<file path="src/rtl/multichannel_waveform_sequencer.sv">
// Playback-address generator for the OSERDES function-generator path.
// Each channel walks its own [start, end) window into a waveform memory and emits aligned sync pulses.
module multichannel_waveform_sequencer #(
  parameter int NUM_CHANNELS = 4,
  parameter int ADDR_WIDTH   = 14,
  parameter int SYNC_DELAY   = 3
) (
  input  logic                                  clock,
  input  logic                                  reset,
  input  logic [NUM_CHANNELS*ADDR_WIDTH-1:0]     start_address,
  input  logic [NUM_CHANNELS*(ADDR_WIDTH+1)-1:0] end_address,
  input  logic [NUM_CHANNELS*2-1:0]              mode,
  input  logic [NUM_CHANNELS-1:0]                trigger,
  input  logic                                  restart_all,
  output logic [NUM_CHANNELS*ADDR_WIDTH-1:0]     read_address,
  output logic [NUM_CHANNELS-1:0]                running,
  output logic [NUM_CHANNELS-1:0]                done,
  output logic [NUM_CHANNELS-1:0]                config_error,
  output logic [NUM_CHANNELS-1:0]                sync_out
);

  localparam int AW1 = ADDR_WIDTH + 1;

  typedef enum logic {
    IDLE    = 1'b0,
    RUNNING = 1'b1
  } state_t;

  for (genvar i = 0; i < NUM_CHANNELS; i++) begin : gChannel
    logic [ADDR_WIDTH-1:0] startIn;
    logic [AW1-1:0]        endIn;
    logic [1:0]            modeIn;
    logic                  go;
    logic                  atEnd;

    state_t                state_q;
    logic [ADDR_WIDTH-1:0] addr_q;
    logic [AW1-1:0]        shadowEnd_q;
    logic                  done_q;
    logic                  syncRaw_q;
    logic [SYNC_DELAY-1:0] syncPipe_q;

    assign startIn = start_address[i*ADDR_WIDTH +: ADDR_WIDTH];
    assign endIn   = end_address[i*AW1 +: AW1];
    assign modeIn  = mode[i*2 +: 2];

    assign config_error[i] = (endIn <= {1'b0, startIn});
    assign go    = !config_error[i] &&
                   ((modeIn == 2'd1) || (((modeIn == 2'd2) || (modeIn == 2'd3)) && trigger[i]));
    // The end is compared at ADDR_WIDTH+1 bits so a full-depth window wraps at all-ones.
    assign atEnd = ({1'b0, addr_q} == (shadowEnd_q - AW1'(1)));

    // The start address is consumed straight from the input only at reload points, so only the end needs shadowing.
    always_ff @(posedge clock or negedge reset) begin
      if (!reset) begin
        state_q     <= IDLE;
        addr_q      <= '0;
        shadowEnd_q <= '0;
        done_q      <= 1'b0;
        syncRaw_q   <= 1'b0;
        syncPipe_q  <= '0;
      end else begin
        done_q     <= 1'b0;
        syncRaw_q  <= 1'b0;
        syncPipe_q <= (syncPipe_q << 1) | SYNC_DELAY'(syncRaw_q);
        case (state_q)
          IDLE: begin
            addr_q      <= startIn;
            shadowEnd_q <= endIn;
            if (go) begin
              state_q   <= RUNNING;
              syncRaw_q <= 1'b1;
            end
          end
          RUNNING: begin
            if (modeIn == 2'd0) begin
              state_q <= IDLE;
              addr_q  <= startIn;
            end else if (restart_all) begin
              addr_q      <= startIn;
              shadowEnd_q <= endIn;
              syncRaw_q   <= 1'b1;
            end else if (atEnd && (modeIn == 2'd2)) begin
              state_q <= IDLE;
              addr_q  <= startIn;
              done_q  <= 1'b1;
            end else if (atEnd) begin
              addr_q      <= startIn;
              shadowEnd_q <= endIn;
              syncRaw_q   <= 1'b1;
            end else begin
              addr_q <= addr_q + ADDR_WIDTH'(1);
            end
          end
          default: state_q <= IDLE;
        endcase
      end
    end

    assign read_address[i*ADDR_WIDTH +: ADDR_WIDTH] = addr_q;
    assign running[i]  = (state_q == RUNNING);
    assign done[i]     = done_q;
    assign sync_out[i] = syncPipe_q[SYNC_DELAY-1];
  end

endmodule

</file>
<file path="config.mk">
export PLATFORM = sky130hd
export DESIGN_NAME = multichannel_waveform_sequencer
export DESIGN_NICKNAME = d
export VERILOG_FILES = /design/src/rtl/multichannel_waveform_sequencer.sv
export SDC_FILE = /design/constraint.sdc
export NUM_CORES = 1
export LEC_CHECK = 0
export CAP_MARGIN = 0
export CELL_PAD_IN_SITES_DETAIL_PLACEMENT = 1
export CELL_PAD_IN_SITES_GLOBAL_PLACEMENT = 1
export CORE_MARGIN = 5
export CORE_UTILIZATION = 23
export DETAILED_ROUTE_END_ITERATION = 12
export PLACE_DENSITY_LB_ADDON = 0.3
export SKIP_CTS_REPAIR_TIMING = 1
export SYNTH_ARGS = -nofsm -noshare
export SYNTH_HDL_FRONTEND = slang
export SYNTH_SLANG_ARGS = --single-unit
</file>
<file path="constraint.sdc">
create_clock -name clock -period 6.5 [get_ports clock]
set_input_delay 0.975 -clock clock [delete_from_list [all_inputs] [get_ports clock]]
set_output_delay 0.975 -clock clock [all_outputs]
set_load 0.005 [all_outputs]
</file>
==> flow_metrics.tcl, run 1 <==
set metrics [dict create \
    outcome "complete, no violations" \
    num_antenna_cells 0 \
    rsz0062_at_grt "false" \
    rows 76 \
    placedCellCount 1765 \
    tns_ns 0 \
    clk_pin_slew_worst_paths_ns 0.06 \
    drtIter0Drc 277 \
    clock_path_buffers 2 \
    max_clock_freq_mhz 209.4 \
    r2r_start "gChannel[2].shadowEnd_q[0]$_DFFE_PN0P_" \
    ys.flop_type "dfrtp_1" \
    track_usage 0.1402 \
    start_kind "input port" \
    power_leakage_uw 0.005525 \
    insertion_delay_ns 0.48 \
    clock-sinks 140 \
    synth_top_area_frac 0.3494 \
    grt_max_degree 89 \
    place_congestion 0.7919 \
    final.period_utilization 0.7347 \
    holdWs_ns 0.3481 \
    die_h_um 218.8 \
    synth_cell_types 78 \
    layout_common_cells "clkdlybuf4s50_1 (201), dfrtp_1 (140), inv_1 (81)" \
    rrSetupSlack_ns 2.43 \
    relSlewSlack 0.3290 \
    post-route-min-period_ns 4.776 \
    post-dp-hpwl_mm 25.69 \
    die_w_um 218.8 \
    critPathRequiredTime_ns 5.52 \
    grt_first_pass_wirelength_mm 51.94 \
    cts_root_buf "clkbuf_16" \
    first_pass_iters 4 \
    ir_worst_vdd_mv 0.1451 \
    arrival_ns 3.80 \
    synth_edf_count 0 \
    dieArea_um2 47870 \
    overflow 0 \
    slew_violations 0 \
    drive_gt1_frac 0.09414 \
    yosysSeqAreaShare 0.3494 \
    area_growth_syn_to_layout_pct 30.90 \
    viasPerCell 4.597 \
    vias 8256 \
    worst_pin_slew_ns 1.006 \
    cts_tree "yes" \
    worstSetupPathType "in2out" \
    cap_violations 0 \
    grt_antenna_before_repair 0 \
    finalNonFillerCells 1796 \
    cts_made_buffers 17 \
    skew_ns 0.01022 \
    hold_path.class "reg2reg" \
    pin_count 203 \
    syn_avg_cell_area_um2 9.831 \
    worstSetupStartpoint "start_address[36]" \
    remaining_drc_errors 0 \
    detail-route-antenna-nets 0 \
    synth_top_cell_by_area "dfrtp_1" \
    yosys_warnings 0 \
    fin_nets 1394 \
    crit_path_end_kind "output pin" \
    htree_levels 4 \
    synthesis.area_um2 10030 \
    io_buffers 202 \
    p_per_area_nw_per_um2 251.8 \
    grt_pass1_vias 9114 \
    core_area_um2 43080 \
    netlist_top_cells_area "dfrtp_1 (35%), ha_1 (8.0%), mux2i_1 (6.0%), xor2_1 (5.3%), mux2_2 (4.9%)" \
    hold_violations 0 \
    synthCells 1020 \
    routed_wl_mm 32.62 \
    wl_per_cell_um 18.16 \
    setup_viol 0 \
    cp_max_fo 2 \
    min_from "gChannel[3].syncPipe_q[1]$_DFF_PN0_" \
    synth_fp_nets 1215 \
    async_flop_share 1.000 \
    postLayoutCoreUtil 0.3047 \
    initial_core_util 0.2328 \
    ys_ff_latch 140 \
    layout_commonest_cell "clkdlybuf4s50_1" \
]
-- where the power goes --
part / total (uW) / switching, uW / internal [uW] / leakage, uW
sequential: 1260 / 243 / 1020 / 0.00165
combinational: 1030 / 475 / 554 / 0.00358
clock: 1020 / 405 / 612 / 0.000287
total: 3300 / 1120 / 2180 / 0.00553
-- worst max-delay path, stage by stage --
cell	delay, ns
clkdlybuf4s50_1	0.46
inv_1	0.05
ha_1	0.30
a21o_1	0.16
a21o_1	0.17
a21o_1	0.17
a211o_1	0.31
a221oi_1	0.48
or2_2	0.22
clkdlybuf4s50_1	0.51
-- path summary, 6_finish.rpt --
path	to	depth (start not counted)
max reg2reg	gChannel[2].shadowEnd_q[3]$_DFFE_PN0P_	9
min in group asynchronous	gChannel[2].shadowEnd_q[4]$_DFFE_PN0P_	1
min	gChannel[3].syncPipe_q[2]$_DFF_PN0_	0
min reg2reg	gChannel[3].syncPipe_q[2]$_DFF_PN0_	0
max	config_error[2]	10
max in group asynchronous	gChannel[3].addr_q[6]$_DFF_PN0_	2
-- stage by stage --
stage               cell area [um^2]  power, uW  setup slack, ns
finish                         13130       3305            1.724
global placement               12530       2293            1.721
CTS                            13130       3384            1.688
floorplan                      10030       1879            3.054
detailed placement             12530       2318            1.702
global route                   13130       3528            1.598
-- sequential cells by signal, indices dropped and copies added (netlist names) --
register              flops
gChannel.shadowEnd_q     60
gChannel.syncPipe_q      12
gChannel.addr_q          56
gChannel.state_q          4
gChannel.syncRaw_q        4
gChannel.done_q           4
-- layer usage --
layer | part of all wire | wire [um] | global-route usage | up-vias
li1 | - | - | - | 4023
met1 | 0.48 | 15540 | 0.1842 | 4044
met2 | 0.46 | 14990 | 0.2232 | 152
met3 | 0.043 | 1417 | 0.03821 | 37
met4 | 0.021 | 673 | 0.04815 | 0
met5 | 0 | 0 | 0 | -
-- cells in the mapped netlist (8+ instances only) --
library cell,n
nand2b_1,14
mux2i_1,60
a211oi_1,8
a21oi_1,22
mux2_1,8
nand4b_1,9
mux2_4,9
xor2_1,61
nor3b_1,9
inv_1,81
nor4_1,15
nor2b_1,10
xnor2_1,50
a211o_1,9
o21a_1,8
dfrtp_1,140
nand4_1,29
mux2_2,44
o21ai_0,22
clkbuf_1,19
nor3_1,21
and3_1,12
or3_1,8
nand2_1,54
ha_1,64
buf_4,14
a21o_1,12
or2_2,10
nand3_1,37
nor2_1,51
-- cells by family (layout without fill, tap and decap cells) --
logic type               count (synthesis)  count (layout)  synth area share
XOR/XNOR                               111             111           0.09696
AND/OR/NAND/NOR                        320             320            0.1836
adder cells (fa/ha/maj)                 64              64           0.07986
flip-flops                             140             140            0.3494
multiplexers                           121             121            0.1318
buffers and inverters                  128             319           0.05877
AO/OA/AOI/OAI                          136             136           0.09971
-- layout make-up --
class	count	area (um^2)
Clock inverter	5	81.33
Inverter	81	304.0
Fill cell	4928	29950
Sequential cell	140	3503
Clock buffer	26	509.2
Multi-Input combinational cell	752	5934
Tap cell	585	732.0
Timing Repair Buffer	207	2061
No activity file was read; power rests on OpenSTA's default activity.
==> inputs of run 2 (changes only) <==
- clock period: 6.5 -> 4.8 ns (I/O delays scaled with it)
==> flow_metrics.tcl, run 2 (synthesis gave the netlist of run 1 again) <==
set metrics [dict create \
    routed_wl_mm 32.23 \
    grt_max_degree 66 \
    layout_common_cells "clkdlybuf4s50_1 (201), dfrtp_1 (140), inv_1 (81)" \
    area_growth_syn_to_layout_pct 31.34 \
    worst_pin_slew_ns 0.9817 \
    htree_levels 4 \
    cp_max_fo 2 \
    first_pass_iters 4 \
    post-route-min-period_ns 4.272 \
    n_fill_cell 4941 \
    overflow 0 \
    outcome "complete, no violations" \
    largest_reg_flops 60 \
    grt_first_pass_wirelength_mm 51.90 \
    grt_antenna_before_repair 0 \
    viasPerCell 4.620 \
    remaining_drc_errors 0 \
    start_kind "input port" \
    finalNonFillerCells 1802 \
    rows 76 \
    placedCellCount 1771 \
    ir_worst_vdd_mv 0.1692 \
    cap_violations 0 \
    tns_ns 0 \
    layout_commonest_cell "clkdlybuf4s50_1" \
    vias 8326 \
    cts_tree "yes" \
    hold_path.class "in2async" \
    max_clock_freq_mhz 234.1 \
    drtIter0Drc 273 \
    track_usage 0.1375 \
    critPathRequiredTime_ns 4.08 \
    crit_path_end_kind "output pin" \
    grt_pass1_vias 9074 \
    arrival_ns 3.55 \
    detail-route-antenna-nets 0 \
    pwr-share-clk 0.306 \
    io_buffers 202 \
    die_h_um 218.8 \
    reg_top3 "gChannel.shadowEnd_q x60, gChannel.addr_q x56, gChannel.syncPipe_q x12" \
    die_w_um 218.8 \
    wl_per_cell_um 17.88 \
    multi_input_area_um2 5934 \
    pwr-share-comb 0.313 \
    p_switching_uw 1507 \
    final.period_utilization 0.8901 \
    top_register "gChannel.shadowEnd_q" \
    cts_made_buffers 17 \
    register_area_um2 3503 \
    clock_path_buffers 2 \
    drive_gt1_frac 0.09860 \
    setup_viol 0 \
    post-dp-hpwl_mm 25.92 \
    insertion_delay_ns 0.45 \
    initial_core_util 0.2328 \
    slew_violations 0 \
    clk_pin_slew_worst_paths_ns 0.06 \
    place_congestion 0.7660 \
    clock-sinks 140 \
    power.share.switching 0.3371 \
    p_int_uw 2963 \
    power_frac_seq 0.381 \
    cts_root_buf "clkbuf_16" \
    hold_violations 0 \
    num_antenna_cells 0 \
    relSlewSlack 0.3405 \
    dieArea_um2 47870 \
    p_per_area_nw_per_um2 339.4 \
    skew_ns 0.007234 \
    fin_nets 1400 \
    worstSetupPathType "in2out" \
    pin_count 203 \
    power_leakage_uw 0.005554 \
    core_area_um2 43080 \
    rsz0062_at_grt "false" \
]
[run 2: area by class of cell]
cell class                      instances  area share
Timing Repair Buffer                  213      0.1599
Tap cell                              585     0.05558
Clock inverter                          5    0.006175
Inverter                               81     0.02309
Clock buffer                           26     0.03867
Multi-Input combinational cell        752      0.4506
Sequential cell                       140      0.2660
[run 2: metal layers]
layer | wire length (um) | global-route usage | share of wire
met1 | 15360 | 0.1858 | 0.48
met2 | 15160 | 0.2235 | 0.47
met3 | 1250 | 0.02938 | 0.039
met4 | 454 | 0.03789 | 0.014
met5 | 0 | 0 | 0
[run 2: power groups by stage]
| stage | Combinational [uW] | Clock [uW] | Sequential, uW |
|---|---|---|---|
| final | 1400 | 1370 | 1700 |
| after global routing | 1550 | 1460 | 1750 |
| after CTS | 1430 | 1420 | 1710 |
| after detailed placement | 1420 | 0 | 1730 |
| after global placement | 1390 | 0 | 1720 |
| after floorplan | 961 | 0 | 1580 |
[run 2: stage by stage]
stage	util	area (um^2)	setup slack, ns	hold slack [ns]	power [uW]
2_1_floorplan	-	10030	1.724	0.3312	2544
3_3_place_gp	0.2920	12580	0.5246	0.3380	3110
3_5_place_dp	0.2920	12580	0.5011	0.3364	3144
4_1_cts	0.3057	13170	0.4922	0.2810	4555
5_1_grt	0.3057	13170	0.4021	0.3077	4765
6_report	0.3057	13170	0.5276	0.2579	4470
[run 2: worst paths after layout]
check                                                             from                                     end  slack (ns)  depth (start not counted)
worst max-delay path                                 start_address[36]                         config_error[2]        0.53                         10
worst min register to register     gChannel[3].syncPipe_q[0]$_DFF_PN0_     gChannel[3].syncPipe_q[1]$_DFF_PN0_        0.34                          0
worst max register to register  gChannel[1].shadowEnd_q[0]$_DFFE_PN0P_  gChannel[1].shadowEnd_q[8]$_DFFE_PN0P_        1.05                          9
max in group asynchronous                                        reset  gChannel[2].shadowEnd_q[5]$_DFFE_PN0P_        3.41                          2
min in group clock                 gChannel[3].syncPipe_q[0]$_DFF_PN0_     gChannel[3].syncPipe_q[1]$_DFF_PN0_        0.34                          0
worst min-delay path                                             reset         gChannel[2].addr_q[4]$_DFF_PN0_        0.26                          1
[run 2: critical path, cell delays in order]
cell and delay [ns]:
clkdlybuf4s50_1 0.46, inv_1 0.05, ha_1 0.32, a21o_1 0.16, a21o_1 0.17, a21o_1 0.17, a211o_1 0.33, a221oi_1 0.46
or2_2 0.20, clkdlybuf4s50_1 0.51
